==> src/rtl/rr_arbiter4_pkg.sv <==
// Shared constants for the four-client round-robin arbiter.
// The reset value of last_id places client 0 first in the search order.
package rr_arbiter4_pkg;

    typedef enum logic {
        ST_IDLE  = 1'b0,
        ST_GRANT = 1'b1
    } state_t;

    localparam int         NUM_REQ     = 4;
    localparam logic [1:0] LAST_ID_RST = 2'd3;

endpackage

==> src/rtl/rr_arbiter4_grant_decoder.sv <==
// Combinational 2-to-4 one-hot decoder with enable; produces the grant vector.
module grant_decoder (
    input  logic [1:0] sel,
    input  logic       en,
    output logic [3:0] o
);

    always_comb begin
        o = 4'b0000;
        if (en) begin
            o = 4'b0001 << sel;
        end
    end

endmodule

==> src/rtl/rr_arbiter4.sv <==
// Four-requester round-robin arbiter with a bounded hold time (MAX_HOLD).
// The holder is preempted after MAX_HOLD cycles only when another client is waiting.
module rr_arbiter4
    import rr_arbiter4_pkg::*;
#(
    parameter int MAX_HOLD = 8
) (
    input  logic       clk,
    input  logic       rst_n,
    input  logic [3:0] req,
    output logic [3:0] gnt,
    output logic [1:0] gnt_id,
    output logic       gnt_valid,
    output logic       preempt
);

    localparam logic [3:0] HOLD_LAST = 4'(MAX_HOLD - 1);

    state_t     state;
    logic [1:0] last_id;
    logic [3:0] hold_cnt;
    logic [3:0] others;

    // First set bit of mask searching base+1, base+2, base+3, then base itself.
    function automatic logic [1:0] next_winner(input logic [1:0] base, input logic [3:0] mask);
        logic [1:0] idx;
        logic [1:0] result;
        result = base;
        for (int k = NUM_REQ; k >= 1; k--) begin
            idx = base + 2'(k);
            if (mask[idx]) begin
                result = idx;
            end
        end
        return result;
    endfunction

    assign others = req & ~(4'b0001 << gnt_id);

    always_ff @(posedge clk or negedge rst_n) begin
        if (!rst_n) begin
            state    <= ST_IDLE;
            gnt_id   <= 2'd0;
            last_id  <= LAST_ID_RST;
            hold_cnt <= 4'd0;
            preempt  <= 1'b0;
        end else begin
            preempt <= 1'b0;
            if (state == ST_IDLE) begin
                if (|req) begin
                    state    <= ST_GRANT;
                    gnt_id   <= next_winner(last_id, req);
                    hold_cnt <= 4'd0;
                end
            end else if (!req[gnt_id]) begin
                last_id <= gnt_id;
                if (|others) begin
                    gnt_id   <= next_winner(gnt_id, others);
                    hold_cnt <= 4'd0;
                end else begin
                    state <= ST_IDLE;
                end
            end else if (hold_cnt == HOLD_LAST) begin
                // With nobody waiting the counter simply stays saturated.
                if (|others) begin
                    last_id  <= gnt_id;
                    gnt_id   <= next_winner(gnt_id, others);
                    hold_cnt <= 4'd0;
                    preempt  <= 1'b1;
                end
            end else begin
                hold_cnt <= hold_cnt + 4'd1;
            end
        end
    end

    assign gnt_valid = (state == ST_GRANT);

    grant_decoder u_grant_decoder (
        .sel (gnt_id),
        .en  (gnt_valid),
        .o   (gnt)
    );

endmodule

==> config.mk <==
export PLATFORM = sky130hd
export DESIGN_NAME = rr_arbiter4
export DESIGN_NICKNAME = d
export VERILOG_FILES = /design/src/rtl/rr_arbiter4_pkg.sv /design/src/rtl/rr_arbiter4_grant_decoder.sv /design/src/rtl/rr_arbiter4.sv
export SDC_FILE = /design/constraint.sdc
export NUM_CORES = 1
export LEC_CHECK = 0
export CORE_MARGIN = 2
export CORE_UTILIZATION = 45
export CTS_CLUSTER_SIZE = 14
export DETAILED_ROUTE_END_ITERATION = 10
export PLACE_DENSITY_LB_ADDON = 0.3
export SLEW_MARGIN = 25
export SYNTH_ARGS = -nofsm -noshare
export SYNTH_HDL_FRONTEND = slang
export SYNTH_SLANG_ARGS = --single-unit
export TNS_END_PERCENT = 100
==> constraint.sdc <==
create_clock -name clk -period 2.25 [get_ports clk]
set_clock_uncertainty 0.1 [all_clocks]
set_input_delay 0.45 -clock clk [delete_from_list [all_inputs] [get_ports clk]]
set_output_delay 0.45 -clock clk [all_outputs]
set_load 0.02 [all_outputs]
==> results of run 1 <==
==> routing by layer <==
metal  share of wire  vias up  track usage
li1                -      464            -
met1            0.46      453        0.298
met2            0.46       30        0.338
met3           0.061        9       0.0576
met4           0.025        0       0.0833
met5               0        -            0
==> area by class of cell <==
class                           count  area (um^2)  area share
Multi-Input combinational cell     88          656       0.526
Tap cell                           27         33.8      0.0271
Inverter                            6         22.5      0.0181
Sequential cell                    10          255       0.205
Timing Repair Buffer               30          253       0.203
Clock buffer                        4         26.3      0.0211
==> synthesized netlist by cell type (2+ instances only) <==
library cell,count,area (um^2)
nor2_1,6,22.5
nand2_1,8,30.0
nor2b_1,5,31.3
mux2i_1,3,30.0
a211oi_1,2,15.0
o21ai_0,5,25.0
clkbuf_1,3,11.3
dfrtp_1,8,200
o221ai_1,2,17.5
inv_1,6,22.5
a21oi_1,5,25.0
a22o_1,4,35.0
nand3b_1,2,15.0
nand3_1,5,25.0
dfstp_2,2,52.6
ha_1,5,62.6
nand2b_1,6,37.5
and2_1,5,31.3
==> per-stage QoR <==
stage,hold slack [ns],utilization,instances
detailed placement,0.443,0.612,160
global placement,0.428,0.612,160
finish,0.394,0.629,165
CTS,0.394,0.624,164
floorplan,0.0544,-,109
global route,0.407,0.629,165
==> cells by family (layout without fill, tap and decap cells) <==
kind of cell | Yosys count | count (layout)
simple gates | 47 | 47
compound gates | 30 | 30
buf+inv | 11 | 40
flops | 10 | 10
fa+ha+maj | 5 | 5
mux | 5 | 5
xor+xnor | 1 | 1
==> flip-flops by register name, indices dropped and copies added (netlist names) <==
name	flops
gnt_id	2
preempt	1
last_id	2
hold_cnt	4
gnt_valid	1
==> cells in the final DEF (no fill, tap or decap), drive strengths merged, types with 2 or more instances in the layout <==
cell,Yosys,routed
buf,2,17
clkdlybuf4s50,0,9
nand2,8,8
dfrtp,8,8
inv,6,6
nor2,6,6
nand2b,6,6
a21oi,6,6
o21ai,6,6
and2,5,5
nand3,5,5
ha,5,5
nor2b,5,5
a22o,4,4
dlygate4sd2,0,4
clkbuf,3,4
mux2i,3,3
a211oi,3,3
nand3b,2,2
o221ai,2,2
dfstp,2,2
nor4,2,2
nor4b,2,2
and3,2,2
==> worst register-to-register path, delay by kind of cell (launching register included) <==
family | cells | cell delay (ns)
multiplexers | 1 | 0.36
buffers and inverters | 1 | 0.12
AND/OR/NAND/NOR | 3 | 0.64
AO/OA/AOI/OAI | 1 | 0.16
adder cells (fa/ha/maj) | 1 | 0.19
flip-flops | 1 | 0.45
==> worst paths after layout <==
check / slack (ns) / cells past startpoint / endpoint
hold reg to reg: 0.45 / 2 / last_id[0]$_DFFE_PN1P_
setup / recovery: 0.11 / 4 / gnt[1]
hold / removal: 0.39 / 1 / hold_cnt[3]$_DFFE_PN0P_
max in group asynchronous: 1.30 / 1 / gnt_id[1]$_DFFE_PN0P_
setup reg to reg: 0.17 / 7 / last_id[1]$_DFFE_PN1P_
min in group clk: 0.45 / 2 / last_id[0]$_DFFE_PN1P_
==> power groups by stage <==
stage                     clock network, mW  registers (mW)  logic (mW)
final                                 0.133           0.380        1.16
after global routing                  0.147           0.395        1.28
after CTS                             0.137           0.376        1.15
after detailed placement                  0           0.374        1.17
after global placement                    0           0.370        1.14
after floorplan                           0           0.357       0.787
==> repair_timing <==
action | in CTS | in global routing
pin swaps | 0 | 1
endpoints found under the setup margin | 4 | 4
buffers inserted | 0 | 1
gates resized for setup | 6 | 1
==> impl_metrics.yaml, run 1 <==
timing:
  setup_violations: 0
  fmax_mhz: 468
  setup_tns_ns: 0
  grt_setup_unrepaired: "no"
  maxSlewHeadroom: 0.687
  hold_viol_final: 0
  fin_crit_ns: 2.14
  worst_pin_slew_ns: 0.468
  drv_slew: 0
  period_share: 0.949
  setup_ws_ns: 0.114
setup_path:
  path_class: "flop to output port"
  reg2reg_from: "gnt_id[0]$_DFFE_PN0P_"
  required_ns: 1.70
  slowest_delay_ns: 0.45
  critPathLaunch: "gnt_id[0]$_DFFE_PN0P_"
  crit_chain: "buf_4, ha_1, and2_1, dlygate4sd2_1"
  endpoint_kind: "output port"
  cp_max_fo: 7
  critPathBufInv: 2
  setup.worst_path.start_class: "flop"
  cp.arrival_ns: 1.59
  path_delay_family: "buffers and inverters"
  worst_path_max_delay_cell: "dfrtp_2"
drt:
  num_vias: 956
  first_pass_iters: 4
  drtIter0Drc: 21
  via_per_inst: 5.79
  drt_wl_total_mm: 2.53
  drtAntennaViolNets: 0
  wl_per_cell_um: 15.3
  drc: 0
place:
  pre_cts_slack_ns: -0.147
  place.port_buffers: 13
  place.detailed.hpwl_mm: 1.90
  gp_congestion: 0.828
  post_dp_cell_area_um2: 1210
die:
  design.core.area_um2: 1980
  die_y_um: 50.0
  start_util: 0.481
  dieWidth_um: 50.0
  rows: 16
  io_pins: 14
  die_area_um2: 2500
clocking:
  cts_made_buffers: 3
  clk_pin_slew_worst_paths_ns: 0.07
  cts_buffer_depth: 2
  htreeDepth: 1
  root_buffer: "clkbuf_4"
  cts_tree: "done"
  cts_sinks: 10
  insertion_delay_ns: 0.28
  cts_hold_buf: 0
pwr:
  seq_power_share: 0.227
  p_clk_frac: 0.080
  p_comb_frac: 0.693
  power_mw: 1.67
  p_leak_nw: 0.553
  power.density_nw_per_um2: 1340
  peakVddDrop_mv: 0.641
  p_switching_mw: 0.764
  netSwitchingFraction: 0.457
  intPower_mw: 0.907
logic_synthesis:
  yosys.area_share.simple: 0.306
  syn_inst: 109
  synth_seq_area_share: 0.265
  syn-num-nets: 120
  synth_top_family_by_area: "simple AND/OR/NAND/NOR gates"
  synth_area_um2: 953
  synthMuxAreaShare: 0.0669
  synth_edf_count: 0
  synthFlopType: "dfrtp_1"
  yosys_warnings: 0
  ys_types: 45
  yosys_register_bits: 10
  synth-compound-area-share: 0.235
  avgSynthCellArea_um2: 8.75
  synthArstFlopShare: 1.00
  synth_adder_area_share: 0.0656
  synth_xor_area_frac: 0.00919
global_routing:
  grt_max_degree: 13
  grt-ovfl-total: 0
  grt_pass1_vias: 926
  grtUsageTotal: 0.222
  antenna_found_initial: 0
  grt_pass1_wl_mm: 4.24
cells_and_area:
  drive_gt1_frac: 0.246
  nets: 150
  design_area_um2: 1250
  syn2layout_area_growth_pct: 30.7
  antenna_cells: 0
  fill_cells: 173
status:
  status: "finished clean"
min_path:
  holdCritPathClass: "input port to asynchronous set/reset pin"
job:
  maxCapViolCount: 0
No activity file was read; power rests on OpenSTA's default activity.
==> inputs of run 2 (changes only) <==
--- a/config.mk
+++ b/config.mk
@@ -5,6 +5,7 @@
 export SDC_FILE = /design/constraint.sdc
 export NUM_CORES = 1
 export LEC_CHECK = 0
+export CAP_MARGIN = 20
 export CORE_MARGIN = 2
 export CORE_UTILIZATION = 45
 export CTS_CLUSTER_SIZE = 14
==> results of run 2 <==
Same layout as run 1: the final DEF is identical, and so are final timing and power.
==> inputs of run 3 (changes only) <==
--- a/config.mk
+++ b/config.mk
@@ -11,6 +11,7 @@
 export CTS_CLUSTER_SIZE = 14
 export DETAILED_ROUTE_END_ITERATION = 10
 export PLACE_DENSITY_LB_ADDON = 0.3
+export REMOVE_ABC_BUFFERS = 1
 export SLEW_MARGIN = 25
 export SYNTH_ARGS = -nofsm -noshare
 export SYNTH_HDL_FRONTEND = slang
==> impl_metrics.yaml, run 3 (synthesis gave the netlist of run 1 again) <==
status:
  status: "finished clean"
cells_and_area:
  layout_commonest_cell: "buf_4"
  final_cell_mix: "buf_4, clkdlybuf4s50_1, nand2_1, dfrtp_1"
  largestRegisters: "hold_cnt x4, gnt_id x2, last_id x2"
  antenna_cells: 0
  regMostFlops: "hold_cnt"
  syn2layout_area_growth_pct: 31.9
  nets: 151
  drive_gt1_frac: 0.237
  largest_reg_flops: 4
setup_path:
  setup.worst_path.start_class: "flop"
  rrSetupSlack_ns: 0.15
  reg2reg_to: "gnt_id[1]$_DFFE_PN0P_"
  reg2reg_from: "gnt_id[1]$_DFFE_PN0P_"
  endpoint_kind: "output port"
  required_ns: 1.70
  cp.arrival_ns: 1.57
  cp_max_fo: 5
  reg2reg_depth: 9
  path_class: "flop to output port"
clocking:
  cts_made_buffers: 3
  postCtsSetupRepairBufs: 0
  cts_tree: "done"
  cts_buffer_depth: 2
  root_buffer: "clkbuf_4"
  htreeDepth: 1
  clk_pin_slew_worst_paths_ns: 0.07
  insertion_delay_ns: 0.26
  post_cts_resized: 5
  cts_hold_buf: 0
  cts_sinks: 10
global_routing:
  grt_pass1_vias: 928
  grt_max_degree: 16
  grt_pass1_wl_mm: 4.11
  grtUsageTotal: 0.211
  antenna_found_initial: 0
  grt-ovfl-total: 0
timing:
  setup_ws_ns: 0.127
  setup_violations: 0
  fin_crit_ns: 2.12
  fmax_mhz: 471
  maxSlewHeadroom: 0.691
  hold_viol_final: 0
  drv_slew: 0
  period_share: 0.944
  worst_pin_slew_ns: 0.462
  grt_setup_unrepaired: "no"
  setup_tns_ns: 0
place:
  place.detailed.hpwl_mm: 1.91
  pre_cts_slack_ns: -0.133
  place.port_buffers: 13
  gp_congestion: 0.948
pwr:
  p_leak_nw: 0.562
  power.density_nw_per_um2: 1350
  peakVddDrop_mv: 0.920
drt:
  via_per_inst: 5.68
  wirelength_met1_mm: 1.11
  wl_per_cell_um: 14.3
  drc: 0
  drtIter0Drc: 35
  met2_wirelength_mm: 1.20
  drtAntennaViolNets: 0
  drt_wl_total_mm: 2.37
  first_pass_iters: 4
  top_layer: "met4"
  num_vias: 943
  wl_met3_um: 53
die:
  start_util: 0.481
  die_area_um2: 2500
  design.core.area_um2: 1980
  rows: 16
  die_y_um: 50.0
  dieWidth_um: 50.0
  io_pins: 14
min_path:
  holdCritPathClass: "input port to asynchronous set/reset pin"
job:
  maxCapViolCount: 0
[run 3: cell types whose count changed in the layout (fill, tap and decap cells not counted)]
cell	previous run	this run
buf_4	17	18
clkbuf_8	0	1
nor2b_2	2	0
clkbuf_1	1	0
dfrtp_2	2	1
nor2b_1	3	5
dfrtp_1	6	7
[run 3: stage by stage]
stage	instances	total power [mW]	area [um^2]	util	hold slack (ns)
finish	166	1.69	1260	0.634	0.405
global route	166	1.83	1260	0.634	0.426
CTS	166	1.70	1260	0.634	0.418
detailed placement	162	1.56	1220	0.618	0.432
global placement	162	1.52	1220	0.618	0.430
floorplan	104	1.10	926	-	0.0544
[run 3: cell type report]
type,instances,area [um^2]
Clock buffer,4,36.3
Inverter,6,22.5
Fill cell,159,724
Timing Repair Buffer,31,260
Sequential cell,10,254
Tap cell,27,33.8
Multi-Input combinational cell,88,651
[run 3: how the worst max path moves through the flow]
stage,start,to,slack (ns),cells after the start
final,gnt_id[1]$_DFFE_PN0P_,gnt[3],0.13,4
after global placement,req[2],gnt_id[1]$_DFFE_PN0P_,-0.08,6
after CTS,gnt_id[1]$_DFFE_PN0P_,gnt[3],0.12,4
after detailed placement,req[2],gnt_id[1]$_DFFE_PN0P_,-0.13,6
after global routing,gnt_id[1]$_DFFE_PN0P_,gnt_id[1]$_DFFE_PN0P_,0.01,8
after floorplan,gnt_id[1]$_DFFE_PN0P_,gnt_id[1]$_DFFE_PN0P_,-0.04,7
[run 3: report_power, final]
group	switching, mW	internal (mW)	leakage [nW]
clock	0.0647	0.0981	0.0210
combinational	0.595	0.576	0.421
sequential	0.0939	0.265	0.120
[run 3: metal layers]
| metal | global-route usage | vias to the layer above |
|---|---|---|
| met2 | 0.393 | 21 |
| met4 | 0.0417 | 0 |
| met5 | 0 | - |
| met1 | 0.254 | 453 |
| met3 | 0.0273 | 2 |
| li1 | - | 467 |
[run 3: critical path: stages (launching register included)]
cell,delay (ns)
dfrtp_1,0.44
buf_4,0.18
ha_1,0.21
and2_1,0.16
dlygate4sd2_1,0.31
